[src/rtl/vga_timing_gen.sv]
// VGA raster timing generator: pixel/line counters, blanking, and a one-strobe
// registered output stage for syncs and gated colour.
module vga_timing_gen #(
    parameter int H_ACTIVE = 640,
    parameter int H_FP     = 16,
    parameter int H_SYNC   = 96,
    parameter int H_BP     = 48,
    parameter int V_ACTIVE = 480,
    parameter int V_FP     = 10,
    parameter int V_SYNC   = 2,
    parameter int V_BP     = 33,
    parameter bit SYNC_POL = 1'b0
) (
    input  logic       clk_i,
    input  logic       rst_in,
    input  logic       en_i,
    output logic [9:0] x_o,
    output logic [9:0] y_o,
    output logic       de_o,
    output logic       line_o,
    output logic       frame_o,
    input  logic [1:0] r_i,
    input  logic [1:0] g_i,
    input  logic [1:0] b_i,
    output logic [1:0] r_o,
    output logic [1:0] g_o,
    output logic [1:0] b_o,
    output logic       hs_o,
    output logic       vs_o
);

    localparam int H_TOTAL = H_ACTIVE + H_FP + H_SYNC + H_BP;
    localparam int V_TOTAL = V_ACTIVE + V_FP + V_SYNC + V_BP;

    // The counters are 10 bits wide, so neither dimension may exceed 1024 steps.
    generate
        if (H_TOTAL > 1024 || V_TOTAL > 1024) begin : g_bad_geometry
            $error("vga_timing_gen: H_TOTAL and V_TOTAL must both be <= 1024");
        end
    endgenerate

    localparam logic [9:0] H_LAST     = 10'(H_TOTAL - 1);
    localparam logic [9:0] V_LAST     = 10'(V_TOTAL - 1);
    localparam logic [9:0] H_VIS      = 10'(H_ACTIVE);
    localparam logic [9:0] V_VIS      = 10'(V_ACTIVE);
    localparam logic [9:0] HS_START   = 10'(H_ACTIVE + H_FP);
    localparam logic [9:0] HS_END     = 10'(H_ACTIVE + H_FP + H_SYNC - 1);
    localparam logic [9:0] VS_START   = 10'(V_ACTIVE + V_FP);
    localparam logic [9:0] VS_END     = 10'(V_ACTIVE + V_FP + V_SYNC - 1);

    logic [9:0] h;
    logic [9:0] v;
    logic       h_wrap;
    logic       v_wrap;
    logic       hs_raw;
    logic       vs_raw;
    logic       visible;

    always_comb begin
        h_wrap  = (h == H_LAST);
        v_wrap  = (v == V_LAST);
        hs_raw  = (h >= HS_START) && (h <= HS_END);
        vs_raw  = (v >= VS_START) && (v <= VS_END);
        visible = (h < H_VIS) && (v < V_VIS);
    end

    always_ff @(posedge clk_i) begin
        if (!rst_in) begin
            h <= 10'd0;
            v <= 10'd0;
        end else if (en_i) begin
            if (h_wrap) begin
                h <= 10'd0;
                v <= v_wrap ? 10'd0 : v + 10'd1;
            end else begin
                h <= h + 10'd1;
            end
        end
    end

    // Syncs and colour are captured for the current position, so they appear
    // one strobe after the matching x_o/y_o.
    always_ff @(posedge clk_i) begin
        if (!rst_in) begin
            hs_o <= ~SYNC_POL;
            vs_o <= ~SYNC_POL;
            r_o  <= 2'd0;
            g_o  <= 2'd0;
            b_o  <= 2'd0;
        end else if (en_i) begin
            hs_o <= hs_raw ? SYNC_POL : ~SYNC_POL;
            vs_o <= vs_raw ? SYNC_POL : ~SYNC_POL;
            r_o  <= visible ? r_i : 2'd0;
            g_o  <= visible ? g_i : 2'd0;
            b_o  <= visible ? b_i : 2'd0;
        end
    end

    // Pulses are suppressed while reset is low, since that edge restarts at (0,0).
    assign line_o  = en_i && rst_in && h_wrap;
    assign frame_o = en_i && rst_in && h_wrap && v_wrap;
    assign x_o     = h;
    assign y_o     = v;
    assign de_o    = visible;

endmodule

[config.mk]
export PLATFORM = sky130hd
export DESIGN_NAME = vga_timing_gen
export DESIGN_NICKNAME = d
export VERILOG_FILES = /design/src/rtl/vga_timing_gen.sv
export SDC_FILE = /design/constraint.sdc
export NUM_CORES = 1
export LEC_CHECK = 0
export CORE_MARGIN = 2
export CORE_UTILIZATION = 46
export CTS_BUF_LIST = sky130_fd_sc_hd__clkbuf_8 sky130_fd_sc_hd__clkbuf_16
export DETAILED_ROUTE_END_ITERATION = 10
export PLACE_DENSITY_LB_ADDON = 0.05
export SLEW_MARGIN = 10
export SYNTH_ARGS = -nofsm -noshare
export SYNTH_HDL_FRONTEND = slang
export SYNTH_SLANG_ARGS = --single-unit
[constraint.sdc]
create_clock -name clk_i -period 2.3 [get_ports clk_i]
set_input_delay 0.46 -clock clk_i [delete_from_list [all_inputs] [get_ports clk_i]]
set_output_delay 0.46 -clock clk_i [all_outputs]
set_load 0.1 [all_outputs]
==> metrics <==
outcome=completed; fin crit share=96.49%; first drt pass iteration count=4; HP Start=g_o[1]$_SDFFE_PN0P_; clock latency on the worst-skew pair=approximately 0.27 ns; remaining global-route overflow=0; most crowded layer after global routing=met2; Power Total=0.9331 mW; CTS tree=built; cts hold-fix bufs=0; first-pass GRT wire length=about 5.3 mm; synthesized flop and latch total=28; die height=about 58 um; Max FO, Critical Path=8; Synth Area per Inst=between 8 and 9 um2; Worst EP required=between 1.5 and 2 ns; async set or reset register ratio after synthesis=0%; CP peak stage delay=between 0.4 and 0.5 ns; Die W=58.18 um; DRC Markers=0; Hold Vio Cnt, Final=0; GRT Total Usage=around a fifth; Final setup viols=0; GR Util met3=under 10%; vias=between 1000 and 1500; Top delay family on crit path=simple AND/OR/NAND/NOR gates; max cap viols=0; fmax=0.4506 GHz; H-Tree Depth=1; synth warn=0; crit path kind=reg2out; Cell Area, Synth=about 0.0014 mm2; average wire per standard cell=13.87 um; initial antenna violation count=0; largest net degree at the start of global routing=21; Mapped Cells=about 150; Slew HR=between 70% and 80%; worst reg-to-reg path cell count=5; Worst Path Arrival=1.76 ns; Primary FF master, synth=dfxtp_1; endpoint class of the critical path=output port; post-synthesis sequential area ratio=about 42%; fin. max-slew vios=0; std cell rows=19; Synth cell types=36; fin cells=around 230; commonest cells after routing, fill and taps aside=37 x buf_4, 15 x nor2_1, 13 x a21oi_1; Area Growth Syn to Fin=43.28%; peak supply drop=0.3539 mV; Hold Path Class=reg2reg; worst hold path depth=2; Reg2Reg Capture Point=y_o[8]$_SDFFE_PN0P_; placer's final routability congestion estimate=~0.82; R2R setup slack=between 0.3 and 0.4 ns; Via density=roughly 5.5; Worst Hold End=g_o[1]$_SDFFE_PN0P_; CP Buf/Inv Count=1; Worst setup SP type=flip-flop; ant diodes=0; nets=approximately 220; most common cell after layout, fill and taps aside=buf_4; clk slew on worst S/H paths=approximately 0.10 ns; antenna-violating nets left=0; core area=between 0.002 and 0.003 mm2; WL final=about 3.2 mm; DPL Wire Length=around 2.3 mm; setup TNS=0 ns; CP max stage cell=or3_4; Setup WS pre-CTS=-0.1906 ns; clk sink count=28; Tmin final=2.219 ns; clock skew=between 0.007 and 0.008 ns; placed insts=225; die area=about 0.0034 mm2; CTS buffer count=3; setup ws final=approximately 0.08 ns; CTS Buffer Depth=2; Worst-Margin Slew=between 0.3 and 0.4 ns; Post-synth EDFFs=0; reg-to-reg startpoint=x_o[6]$_SDFFE_PN0P_; Initial DRC Count=31; RSZ-0062 raised after global routing=no; crit-path cells=or2_4 > or3_4 > nor3_4 > buf_12; clk root buf=clkbuf_8; io pins=40; layout cell share with drive strength beyond 1=a little under two fifths; P per Cell Area=482.4 mW/mm2; Leakage=approximately 0.8 nW; vias in the first global route=about 1200; initial core utilization=48.54%; Syn Nets=167; PortBufs=39; met2 Use GR=between 30% and 40%; GR met1 Demand/Resource=approximately 28%
## worst max path at each step
stage / start / to / slack (ns) / cells after the start
6_report: x_o[6]$_SDFFE_PN0P_ / frame_o / 0.08 / 4
5_1_grt: x_o[6]$_SDFFE_PN0P_ / frame_o / 0.04 / 4
4_1_cts: x_o[6]$_SDFFE_PN0P_ / frame_o / 0.04 / 4
3_5_place_dp: en_i / frame_o / -0.19 / 5
3_3_place_gp: en_i / frame_o / -0.17 / 5
2_1_floorplan: x_o[0]$_SDFFE_PN0P_ / frame_o / -0.34 / 5
## per-stage QoR
step	hold WS [ns]	util (%)	instance area (um2)
after CTS	0.4848	69.19	1924
after global routing	0.5111	69.55	1934
after detailed placement	0.4689	66.49	1849
after global placement	0.4585	66.49	1849
final	0.4763	69.55	1934
after floorplan	0.5219	-	1434
## flip-flops by register name, indices dropped and copies added (netlist names)
register and count:
vs_o 1, b_o 2, g_o 2, hs_o 1, y_o 10, x_o 10
r_o 2
## cells in the mapped netlist, types with 2 or more instances
master    count  area share [%]
a21oi_1      13             4.8
and4_1        3             1.9
clkbuf_1      4             1.1
dfxtp_1      28              42
ha_1          5             4.6
inv_1         6             1.7
mux2i_1       3             2.2
nand2_1       7             1.9
nand2b_1      8             3.7
nand3_1      12             4.4
nand4_1       3             1.4
nand4b_1      2             1.3
nor2_1       16             4.4
nor3_1        6             2.2
nor4_1        2            0.93
o21ai_0       4             1.5
o31ai_1       2             1.1
or4_1         2             1.1
xnor2_1       6             3.9
xor2_1        5             3.2
## worst register-to-register path, stage by stage, from the launching register on
cell and delay (ns):
dfxtp_4 0.38, or2_4 0.27, or3_4 0.41, buf_4 0.17
or4_1 0.47, a21oi_1 0.17
## per-layer routing
layer	vias up	share of wire (%)
met4	0	0.59
met1	590	47
met5	-	0
met2	41	47
met3	2	5.3
li1	638	-
## final cells by class
class	count	area, um2
flip-flops and latches	28	609.3
multi-input cells	114	792.0
clock buffers	4	55.05
well taps	31	38.79
fillers	241	847.1
repair buffers	48	416.7
inverters	6	22.52
## cells by family after synthesis
kind of cell | Yosys count | synth area share [%]
and+or+nand+nor | 72 | 30.96
DFF | 28 | 41.52
muxes | 3 | 2.224
xor gates and xnor gates | 11 | 7.136
adders and majority gates | 5 | 4.634
buffers and inverters | 11 | 3.614
AOI/OAI and AO/OA | 23 | 9.917
## report_power, final
part / internal (mW) / switching, mW / total [mW]
clock network: 0.153 / 0.149 / 0.302
logic: 0.0394 / 0.0972 / 0.137
registers: 0.485 / 0.00959 / 0.494
## what timing repair did
action	in CTS	in global routing
setup endpoints to repair	2	1
buffers inserted	1	1
gates resized for setup	4	1
pin swaps	3	3
Power figures use the tool's default switching activity.
==> patch, RTL diff (config.mk and constraints unchanged) <==
Set the parameter `SYNC_POL` to 1'b1 (it was 1'b0).
--- a/src/rtl/vga_timing_gen.sv
+++ b/src/rtl/vga_timing_gen.sv
@@ -10,5 +10,5 @@
     parameter int V_SYNC   = 2,
     parameter int V_BP     = 33,
-    parameter bit SYNC_POL = 1'b0
+    parameter bit SYNC_POL = 1'b1
 ) (
     input  logic       clk_i,
Check against the original RTL: not equivalent (Yosys sat finds a counterexample within 4 cycles, from zero or initial values and one cycle with rst_in low).
==> patch against the original RTL <==
  * Total power rose by 0.54%
  * Sequential share of layout area down 1.4 points
  * Highest routed layer unchanged
  * Die area rose by 4.6%
  * Worst setup slack improved by 0.0074 ns
  * Design area rose by 3.4%
  * Wire length rose by 6.1%
  * Non-clock buffer count is 2 higher
  * Synthesized area increased by 4.9%
  * Sequential cell count unchanged
  * Cell count is 5.2% higher
  * Count of clock-buffer cells in the layout is the same
  * Critical path type unchanged
==> patch: results (changes against the original RTL) <==
Status
  • Outcome: finished clean

Logic synthesis
  • Syn avg cell area: 8.64 sq um (-2.1%)
  • Register area share after synthesis: 0.396 (-0.0194)
  • Ranking of synthesized cells by area: dfxtp_1 40%, a21oi_1 5.7%, nand3_1 4.6%
  • Synth cell count leaders: 28 x dfxtp_1, 16 x a21oi_1, 15 x nor2_1
  • Synthesized Nets: 178 (+6.6%)
  • Distinct cells, synth: 40 (+11%)

Layout
  • FILL cells: 251 (+4.1%)
  • Post-Layout Cell Count: 243 (+5.2%)
  • Nets: 225 (+4.7%)
  • Post-layout util: 0.672 (-0.0236)
  • Share of cells above drive strength 1: 0.367 (-0.00333)

Global route
  • Total GRT Usage: 0.207 (+0.0106)

Pwr
  • Worst VDD drop: 0.324 mV (-8.5%)
  • Pleak: 0.780 nW (+0.22%)

Detailed routing
  • Vias: 1,357 (+6.8%)
  • WL met3: 189 microns (+11%)
  • Initial detailed-routing violation count: 57 (+84%)
  • Met2 WL: 1610 microns (+7.4%)
  • Met1 Wirelength: 1590 microns (+4.5%)
  • Per-cell routed wire length: 14.0 microns (+0.82%)

Clocking
  • TritonCTS Buffers: 3 (unchanged)

Placement
  • RePlAce Congestion: 0.798 (-2.3%)
  • Post-DP HPWL: 2460 microns (+5.6%)
  • Setup Slack @ Placement: -0.000452 ns (+0.190 ns)
  • DP Area: 1890 sq um (+2.4%)

STA
  • Final Skew: 0.0127 ns (+0.00471 ns)
  • Worst slew pin tran: 0.419 ns (+0.0388 ns)
==> patch: cell families after synthesis <==
| logic type | synth area share |
|---|---|
| simple gates | 0.322 |
| compound gates | 0.120 |
| flops | 0.396 |
| buf+inv | 0.0486 |
| xor+xnor | 0.0618 |
| fa+ha+maj | 0.0442 |
| mux | 0.00707 |
==> patch: power by group <==
group / total (mW) / switching (mW) / internal [mW] / leakage (nW)
registers: 0.498 / 0.00971 / 0.488 / 0.239
logic: 0.135 / 0.0973 / 0.0375 / 0.512
clock network: 0.305 / 0.152 / 0.153 / 0.0288
==> patch: worst max-delay path, cell delays in order (launching register included) <==
cell	delay (ns)
dfxtp_4	0.38
inv_2	0.08
ha_1	0.13
nor4bb_2	0.18
nand4_1	0.22
nor3_4	0.29
buf_12	0.20
==> patch: worst paths after layout <==
kind | startpoint | endpoint | slack [ns] | depth (start not counted)
max reg2reg | y_o[0] | y_o[5] | 0.19 | 10
max | y_o[0] | frame_o | 0.09 | 6
min reg2reg | b_o[0] | b_o[0] | 0.48 | 2
min | b_o[0] | b_o[0] | 0.48 | 2
==> patch: timing repair <==
action                     CTS  global route
hold buffers                 0             0
gates resized for setup      2             2
pin swaps                    4             2
setup buffers                3             1
setup endpoints to repair    1             1
==> patch: area by class of cell <==
class / count / share of cell area
Sequential cell: 28 / 0.301
Timing Repair Buffer: 50 / 0.224
Inverter: 5 / 0.00938
Clock buffer: 4 / 0.0275
Tap cell: 33 / 0.0206
Multi-Input combinational cell: 123 / 0.418
==> patch: routing by layer <==
| layer | vias up | track usage |
|---|---|---|
| met3 | 2 | 0.0306 |
| li1 | 677 | - |
| met1 | 638 | 0.297 |
| met4 | 0 | 0.0476 |
| met2 | 40 | 0.328 |
| met5 | - | 0 |
